**src/rtl/mips_pkg.sv**
```systemverilog
// +-----------------------------------------------------------------------------+
// | mips_pkg : opcode constants, NOP word and link register for the ID stage    |
// | Rev 1.0                                                                     |
// +-----------------------------------------------------------------------------+
`default_nettype none

package mips_pkg;

    localparam logic [5:0] OP_RTYPE  = 6'h00;
    localparam logic [5:0] OP_REGIMM = 6'h01;
    localparam logic [5:0] OP_J      = 6'h02;
    localparam logic [5:0] OP_JAL    = 6'h03;
    localparam logic [5:0] OP_BEQ    = 6'h04;
    localparam logic [5:0] OP_BNE    = 6'h05;
    localparam logic [5:0] OP_BLEZ   = 6'h06;
    localparam logic [5:0] OP_BGTZ   = 6'h07;
    localparam logic [5:0] OP_ANDI   = 6'h0C;
    localparam logic [5:0] OP_ORI    = 6'h0D;
    localparam logic [5:0] OP_XORI   = 6'h0E;
    localparam logic [5:0] OP_LUI    = 6'h0F;
    localparam logic [5:0] OP_SW     = 6'h2B;

    localparam logic [31:0] NOP_WORD = 32'h0000_0000;
    localparam logic [4:0]  REG_RA   = 5'd31;

    function automatic logic is_branch(input logic [5:0] op);
        return (op == OP_REGIMM) || (op == OP_BEQ) || (op == OP_BNE) ||
               (op == OP_BLEZ)   || (op == OP_BGTZ);
    endfunction

endpackage

`default_nettype wire

```
**src/rtl/id_stage_reg_file.sv**
```systemverilog
// +-----------------------------------------------------------------------------+
// | reg_file : 2-read/1-write GPR file, $0 hardwired, write-through bypass      |
// | Rev 1.0                                                                     |
// +-----------------------------------------------------------------------------+
`default_nettype none

module reg_file #(
    parameter int DW   = 32,
    parameter int NREG = 32,
    parameter int AW   = $clog2(NREG)
) (
    input  logic          CLK,
    input  logic          RST,
    input  logic [AW-1:0] raddr1_i,
    input  logic [AW-1:0] raddr2_i,
    output logic [DW-1:0] rdata1_o,
    output logic [DW-1:0] rdata2_o,
    input  logic          wen_i,
    input  logic [AW-1:0] waddr_i,
    input  logic [DW-1:0] wdata_i
);

    logic [DW-1:0] gpr_q [NREG];
    logic          w_wr_live;

    assign w_wr_live = wen_i && (waddr_i != '0);

    always_ff @(posedge CLK or negedge RST) begin
        if (!RST) begin
            for (int i = 0; i < NREG; i++) gpr_q[i] <= '0;
        end else if (w_wr_live) begin
            gpr_q[waddr_i] <= wdata_i;
        end
    end

    // A write landing this cycle is forwarded so the reader never sees stale data.
    function automatic logic [DW-1:0] rd_port(input logic [AW-1:0] ra,
                                              input logic          wlive,
                                              input logic [AW-1:0] wa,
                                              input logic [DW-1:0] wd,
                                              input logic [DW-1:0] stored);
        if (ra == '0)                  return '0;
        else if (wlive && (wa == ra))  return wd;
        else                           return stored;
    endfunction

    assign rdata1_o = rd_port(raddr1_i, w_wr_live, waddr_i, wdata_i, gpr_q[raddr1_i]);
    assign rdata2_o = rd_port(raddr2_i, w_wr_live, waddr_i, wdata_i, gpr_q[raddr2_i]);

endmodule

`default_nettype wire

```
**src/rtl/id_stage.sv**
```systemverilog
// +-----------------------------------------------------------------------------+
// | id_stage : MIPS decode stage -- GPR read, immediate extend, ID/EX register  |
// | Rev 1.0                                                                     |
// +-----------------------------------------------------------------------------+
`default_nettype none

module id_stage
    import mips_pkg::*;
#(
    parameter int          DW      = 32,
    parameter int          NREG    = 32,
    parameter logic [31:0] RST_NOP = NOP_WORD
) (
    input  logic                    CLK,
    input  logic                    RST,
    input  logic [DW-1:0]           InsIn,
    input  logic [DW-1:0]           nextPCIn,
    input  logic                    ValidIn,
    input  logic                    Stall,
    input  logic                    Flush,
    input  logic                    Wen,
    input  logic [$clog2(NREG)-1:0] Waddr,
    input  logic [DW-1:0]           Wdata,
    output logic [DW-1:0]           Ins,
    output logic [DW-1:0]           Rdata1,
    output logic [DW-1:0]           Rdata2,
    output logic [DW-1:0]           Ed32,
    output logic [DW-1:0]           nextPC,
    output logic [4:0]              Wreg,
    output logic                    ValidOut
);

    logic [5:0]    w_op;
    logic [DW-1:0] w_rd1, w_rd2;
    logic [DW-1:0] w_sext;

    logic [DW-1:0] ins_d, rd1_d, rd2_d, ed32_d, npc_d;
    logic [4:0]    wreg_d;
    logic          valid_d;

    logic [DW-1:0] ins_q, rd1_q, rd2_q, ed32_q, npc_q;
    logic [4:0]    wreg_q;
    logic          valid_q;

    assign w_op   = InsIn[31:26];
    assign w_sext = {{16{InsIn[15]}}, InsIn[15:0]};

    reg_file #(.DW(DW), .NREG(NREG)) u_reg_file (
        .CLK      (CLK),
        .RST      (RST),
        .raddr1_i (InsIn[25:21]),
        .raddr2_i (InsIn[20:16]),
        .rdata1_o (w_rd1),
        .rdata2_o (w_rd2),
        .wen_i    (Wen),
        .waddr_i  (Waddr),
        .wdata_i  (Wdata)
    );

    always_comb begin
        ins_d   = RST_NOP;
        rd1_d   = '0;
        rd2_d   = '0;
        ed32_d  = '0;
        npc_d   = '0;
        wreg_d  = '0;
        valid_d = 1'b0;
        // A bubble loads the same NOP/zero image as a flush.
        if (ValidIn) begin
            valid_d = 1'b1;
            ins_d   = InsIn;
            rd1_d   = w_rd1;
            rd2_d   = w_rd2;
            npc_d   = nextPCIn;

            if (w_op == OP_RTYPE)                      ed32_d = {27'b0, InsIn[10:6]};
            else if (w_op == OP_J || w_op == OP_JAL)   ed32_d = {nextPCIn[31:28], InsIn[25:0], 2'b00};
            else if (is_branch(w_op))                  ed32_d = {w_sext[29:0], 2'b00};
            else if (w_op == OP_ANDI || w_op == OP_ORI ||
                     w_op == OP_XORI)                  ed32_d = {16'b0, InsIn[15:0]};
            else if (w_op == OP_LUI)                   ed32_d = {InsIn[15:0], 16'b0};
            else                                       ed32_d = w_sext;

            if (w_op == OP_RTYPE)                      wreg_d = InsIn[15:11];
            else if (w_op == OP_JAL)                   wreg_d = REG_RA;
            else if (w_op == OP_SW || w_op == OP_J ||
                     is_branch(w_op))                  wreg_d = '0;
            else                                       wreg_d = InsIn[20:16];
        end
    end

    always_ff @(posedge CLK or negedge RST) begin
        if (!RST) begin
            ins_q   <= RST_NOP;
            rd1_q   <= '0;
            rd2_q   <= '0;
            ed32_q  <= '0;
            npc_q   <= '0;
            wreg_q  <= '0;
            valid_q <= 1'b0;
        end else if (Flush) begin
            ins_q   <= RST_NOP;
            rd1_q   <= '0;
            rd2_q   <= '0;
            ed32_q  <= '0;
            npc_q   <= '0;
            wreg_q  <= '0;
            valid_q <= 1'b0;
        end else if (!Stall) begin
            ins_q   <= ins_d;
            rd1_q   <= rd1_d;
            rd2_q   <= rd2_d;
            ed32_q  <= ed32_d;
            npc_q   <= npc_d;
            wreg_q  <= wreg_d;
            valid_q <= valid_d;
        end
    end

    assign Ins      = ins_q;
    assign Rdata1   = rd1_q;
    assign Rdata2   = rd2_q;
    assign Ed32     = ed32_q;
    assign nextPC   = npc_q;
    assign Wreg     = wreg_q;
    assign ValidOut = valid_q;

endmodule

`default_nettype wire
```
**config.mk**
```make
export PLATFORM = sky130hd
export DESIGN_NAME = id_stage
export DESIGN_NICKNAME = d
export VERILOG_FILES = /design/src/rtl/mips_pkg.sv /design/src/rtl/id_stage_reg_file.sv /design/src/rtl/id_stage.sv
export SDC_FILE = /design/constraint.sdc
export NUM_CORES = 2
export LEC_CHECK = 0
export ABC_AREA = 0
export CAP_MARGIN = 20
export CORE_ASPECT_RATIO = 0.8
export CORE_UTILIZATION = 30
export CTS_BUF_LIST = sky130_fd_sc_hd__clkbuf_8 sky130_fd_sc_hd__clkbuf_16
export CTS_CLUSTER_DIAMETER = 100
export CTS_CLUSTER_SIZE = 30
export DETAILED_ROUTE_END_ITERATION = 6
export GPL_ROUTABILITY_DRIVEN = 0
export GPL_TIMING_DRIVEN = 0
export HOLD_SLACK_MARGIN = 0.08
export SYNTH_ARGS = -nofsm -noshare
export SYNTH_HDL_FRONTEND = slang
export SYNTH_HIERARCHICAL = 1
export SYNTH_SLANG_ARGS = --single-unit
```
**constraint.sdc**
```tcl
create_clock -name CLK -period 2.7 [get_ports CLK]
set_input_delay 0.675 -clock CLK [delete_from_list [all_inputs] [get_ports CLK]]
set_output_delay 0.675 -clock CLK [all_outputs]
set_load 0.005 [all_outputs]
```
# Word level (Yosys, flattened, before mapping)
# Cells that the tools add are included.
totals:
  reg_bits: 1190
  in_bits: 107
  word_cells: 120
classes:
  n_lt_le_gt_ge: 4
  n_eq_ne: 15
  mux: 42
  n_bitwise: 3
  reduce_logical: 17
op_table:
  columns: ["operator", "n"]
  rows:
  - ["1024-bit bitwise mux", 1]
  - ["32-bit two-way mux", 28]
  - ["32-bit binary-select mux with 5-bit select", 2]
  - ["32-bit demux with 5-bit select", 1]
  - ["31-bit two-way mux", 1]
  - ["5-bit two-way mux", 6]
  - ["6-bit by 3-bit equality test with 1-bit output (second input constant)", 4]
  - ["6-bit by 4-bit equality test with 1-bit output (second input constant)", 4]
  - ["6-bit >= comparator (second input constant)", 3]
  - ["5-bit inverter with 6-bit output", 3]
  - ["6-bit by 2-bit equality test with 1-bit output (second input constant)", 2]
  - ["5-bit equality test", 2]
  - ["5-bit logical NOT", 2]
  - ["1-bit logical OR", 9]
  - ["6-bit by 1-bit equality test with 1-bit output (second input constant)", 1]
  - ["6-bit equality test (second input constant)", 1]
  - ["6-bit logical NOT", 1]
  - ["6-bit by 1-bit < comparator with 1-bit output (second input constant)", 1]
  - ["5-bit nonzero test", 1]
  - ["1-bit logical AND", 4]
  - ["1-bit two-way mux", 3]
  - ["2-bit by 1-bit inequality test with 1-bit output (second input constant)", 1]

# Depth between registers and ports, before layout
depth:
  word_depth: 12
  mapped_depth: 11
  ltp_nobuf: 6

# Hierarchy
# The synthesis kept the hierarchy.
modules_own_cells:
  columns: ["mod", "n_inst", "cells_each", "area_each_um2"]
  rows:
  - ["reg_file", 1, 3851, 55971.2]
  - ["id_stage", 1, 479, 6321.1]

# Least setup slack after synthesis
# OpenSTA, ideal clock, no wires.
synth_timing:
  path_kind: "input port to flip-flop"
  startpoint: "in InsIn[22]"
  endpoint: "reg rd1_q[21], in the netlist Rdata1[21]"
  setup_time_ps: 121
  arrival_time_ps: 2544
  t_required_ps: 2579
  path_slack_ps: 35
  path_stages: 9
  cell_sequence: "clkbuf_2 > buf_2 > buf_2 > clkbuf_1 > mux4_2 > a22oi_1 > a21oi_1 > a221o_1 > a22o_1"
synth_via:
  elab_chain_cells: 9
synth_rtl:
  columns: ["item", "line_no", "text"]
  rows:
  - ["start, declared", "id_stage.sv:16", "input logic [DW-1:0] InsIn,"]
  - ["5-bit inverter with 6-bit output (not written as such)", "id_stage_reg_file.sv:47", "assign rdata1_o = rd_port(raddr1_i, w_wr_live, waddr_i, wdata_i, gpr_q[raddr1_i]);"]
  - ["32-bit binary-select mux with 5-bit select", "id_stage_reg_file.sv:47", null]
  - ["32-bit two-way mux (not written as such) (2 in series)", "id_stage_reg_file.sv:47", null]
  - ["32-bit two-way mux", "id_stage_reg_file.sv:43", "else if (wlive && (wa == ra)) return wd;"]
  - ["32-bit two-way mux *", "id_stage_reg_file.sv:42", "if (ra == '0) return '0;"]
  - ["via w_rd1[21]", "id_stage.sv:34", "logic [DW-1:0] w_rd1, w_rd2;"]
  - ["32-bit two-way mux *", "id_stage.sv:69", "if (ValidIn) begin"]
  - ["32-bit two-way mux *", "id_stage.sv:109", "end else if (!Stall) begin"]
  - ["32-bit two-way mux *", "id_stage.sv:101", "end else if (Flush) begin"]
  - ["end signal, assigned", "id_stage.sv:111", "rd1_q <= rd1_d;"]
  - ["end, declared", "id_stage.sv:41", "logic [DW-1:0] ins_q, rd1_q, rd2_q, ed32_q, npc_q;"]
# Mark *: on every way through the listed nets, which the timed path passes. The rest lies on a longest branch. The select of a mux whose other input is x is not followed.
# A chain may end at the register's enable or synchronous reset.

# Worst setup path in the final report
layout_timing:
  startpoint: "in InsIn[21]"
  endpoint: "reg rd1_q[17], in the netlist Rdata1[17]"
# Same word-level chain as after synthesis.

==> impl_metrics.ini <==
[detailed_routing]
dr.pass1.iters = 7
viasPerCell = 6.45
wl_per_cell_microns = 41.1
vias = 48634
drt_iter0_drc = 8610
drc = 44
wl_microns = 310000
ant_nets = 0

[grt]
grt_pass1_wl_microns = 408000
grt_pass1_vias = 45521
grt_max_degree = 179
grt.total_usage = 0.287
antenna_found_initial = 22
grt_overflow = 0

[timing]
finalSetupViolations = 98
max_freq_mhz = 345
worst_pin_slew_ns = 1.24
finalCriticalPeriod_ns = 2.90
fin_ws_ns = -0.198
rsz0062_at_grt = yes
fin_skew_ns = 0.0773
finalMaxSlewViolations = 0
min_period_over_period = 1.07
whs_ns = -0.113
max-slew-margin-rel = 0.171
setup_tns_ns = -7.74
hold_viol_final = 110

[finish]
fin_cells = 7536
final_core_util = 0.360
area_growth_pct = 19.1
multi_input_area_sq_um = 31100
drive_gt1_frac = 0.425
nNetsFinal = 4882
fin_area_sq_um = 74200
nFillCells = 19664
final_common_cell = dfrtp_1
final_cell_mix = dfrtp_1 (1,190), mux2_2 (997), mux4_2 (364)
regArea_sq_um = 29800

[floorplanning]
fp.dieW_microns = 511
die_area_sq_um = 209000
start_util = 0.302
io_pins = 273
core_area_sq_um = 206000
fp.dieH_microns = 410
rows = 149

[logic_synthesis]
post_synth.cell_area_avg_sq_um = 14.4
synthArstFlopShare = 1.00
ys.flop_type = dfrtp_1
ys_types = 85
synth_area_sq_um = 62300
ys_ff_latch = 1190
synth_fp_nets = 4437
syn_inst = 4330
yosysSeqAreaShare = 0.478
ys_warn_count = 6
synth_edf_count = 0

[pwr]
power_density_nw_per_um2 = 636
fin_total_pwr_mw = 47.2
leakage_nw = 31.5
ir_drop_uv = 532

[clock_network]
clk_pin_slew_ns = 0.12
cts_tree = done
ctsRootBufferMaster = clkbuf_16
htree_levels = 2
cts_sinks = 1190
cts_inserted_buffers = 52
clk_latency_ns = 0.79
clockBufferDepth = 3

[setup_path]
worst_path_max_delay_cell = a221oi_1
ff2ff_setup_slack_ns = 0.20
end_kind = flip-flop
start_kind = input pin
crit_required_ns = 3.42
cp_max_fo = 10
crit_path_cell_trace = buf_2, buf_6, buf_12, buf_6, buf_12, buf_6, mux2i_1, a221oi_1, o21ai_0, a211oi_1, a221o_1, a22o_1
timing.critical_path.arrival_ns = 3.61
cpMostUsedCell = buf_6
cp_num_buf_inv = 6
setup.worst_path.class = input pin to flip-flop
path_delay_family = compound AO/OA/AOI/OAI gates
slowest_delay_ns = 0.59

[worst_hold_path]
min_path_type = input pin to asynchronous set/reset pin

[placement]
port_buffers = 267
dpl_cell_area_sq_um = 69000
placed_cells = 7350
hpwl_microns = 220000
place_ws_ns = -2.55

[flow_run]
max_cap_violations = 0

[run_status]
outcome = finished, violations left
violations = design-rule violations, negative hold slack, negative setup slack
==> sequential cells by signal, summed over array words and instances (netlist names) <==
name and cells:
u_reg_file/gpr_q 1024, Wreg 5, ValidOut 1, Ins 32
Rdata1 32, Rdata2 32, Ed32 32, nextPC 32
==> report_power, final <==
part           switching, mW  leakage [nW]  internal [mW]  total, mW
sequential              2.38          15.4           20.8       23.2
combinational           6.98          15.2           6.29       13.3
clock                   6.63         0.846           4.09       10.7
total                   16.0          31.5           31.2       47.2
==> logic make-up after synthesis <==
logic type | count (synthesis) | synth area share
DFF | 1190 | 0.478
and+or+nand+nor | 349 | 0.0302
xor gates and xnor gates | 10 | 0.00141
buffers and inverters | 485 | 0.0451
muxes | 1674 | 0.366
AOI/OAI and AO/OA | 622 | 0.0791
==> layout make-up <==
class,count,area share
multi-input cells,2655,0.420
flip-flops and latches,1190,0.401
repair buffers,398,0.0571
plain buffers,471,0.0515
well taps,2718,0.0458
clock buffers,57,0.0186
clock inverters,21,0.00486
diodes,19,0.000641
inverters,7,0.000472
==> Yosys cell counts, drive strengths merged, types with 6 or more instances <==
master,number,area share
dfrtp,1190,0.48
mux2,997,0.18
mux4,379,0.14
mux2i,298,0.048
clkbuf,251,0.016
buf,226,0.028
a22o,148,0.021
nor2,96,0.0058
o22ai,91,0.0091
a221oi,71,0.010
nand2,65,0.0039
nor3,60,0.0055
o21ai,60,0.0048
a221o,52,0.0084
a22oi,44,0.0053
a211oi,33,0.0045
o211ai,24,0.0029
nor3b,20,0.0027
a21oi,18,0.0014
nor4,17,0.0020
and2,14,0.0014
nand2b,12,0.0012
nor2b,12,0.0012
o21a,12,0.0014
o22a,12,0.0017
and3,11,0.0012
nand3,11,0.00088
xnor2,9,0.0013
a211o,8,0.0011
a31oi,8,0.00080
a2111oi,7,0.0015
inv,6,0.00036
==> layer usage <==
layer	GRT usage	share of wire	up-vias
met5	0.0390	0.0047	-
met2	0.381	0.39	4197
li1	-	-	17614
met4	0.174	0.079	27
met1	0.341	0.36	25663
met3	0.179	0.17	1133
==> final timing paths <==
check                           cells past startpoint              startpoint                      to
worst max-delay path                               12               InsIn[21]              Rdata1[17]
worst min-delay path                                1                     RST   u_reg_file/gpr_q[297]
worst max register to register                      6   u_reg_file/gpr_q[408]              Rdata2[24]
worst min register to register                      1  u_reg_file/gpr_q[1015]  u_reg_file/gpr_q[1015]
max in group asynchronous                           4                     RST   u_reg_file/gpr_q[544]
min in group CLK                                    3               InsIn[21]                Ed32[23]
==> what timing repair did <==
action,CTS,global route
gates cloned,0,2
resized for setup,494,93
hold endpoints to repair,110,110
pin swaps,19,13
setup endpoints to repair,89,215
buffers inserted,40,51
(Power assumes the default switching activity.)
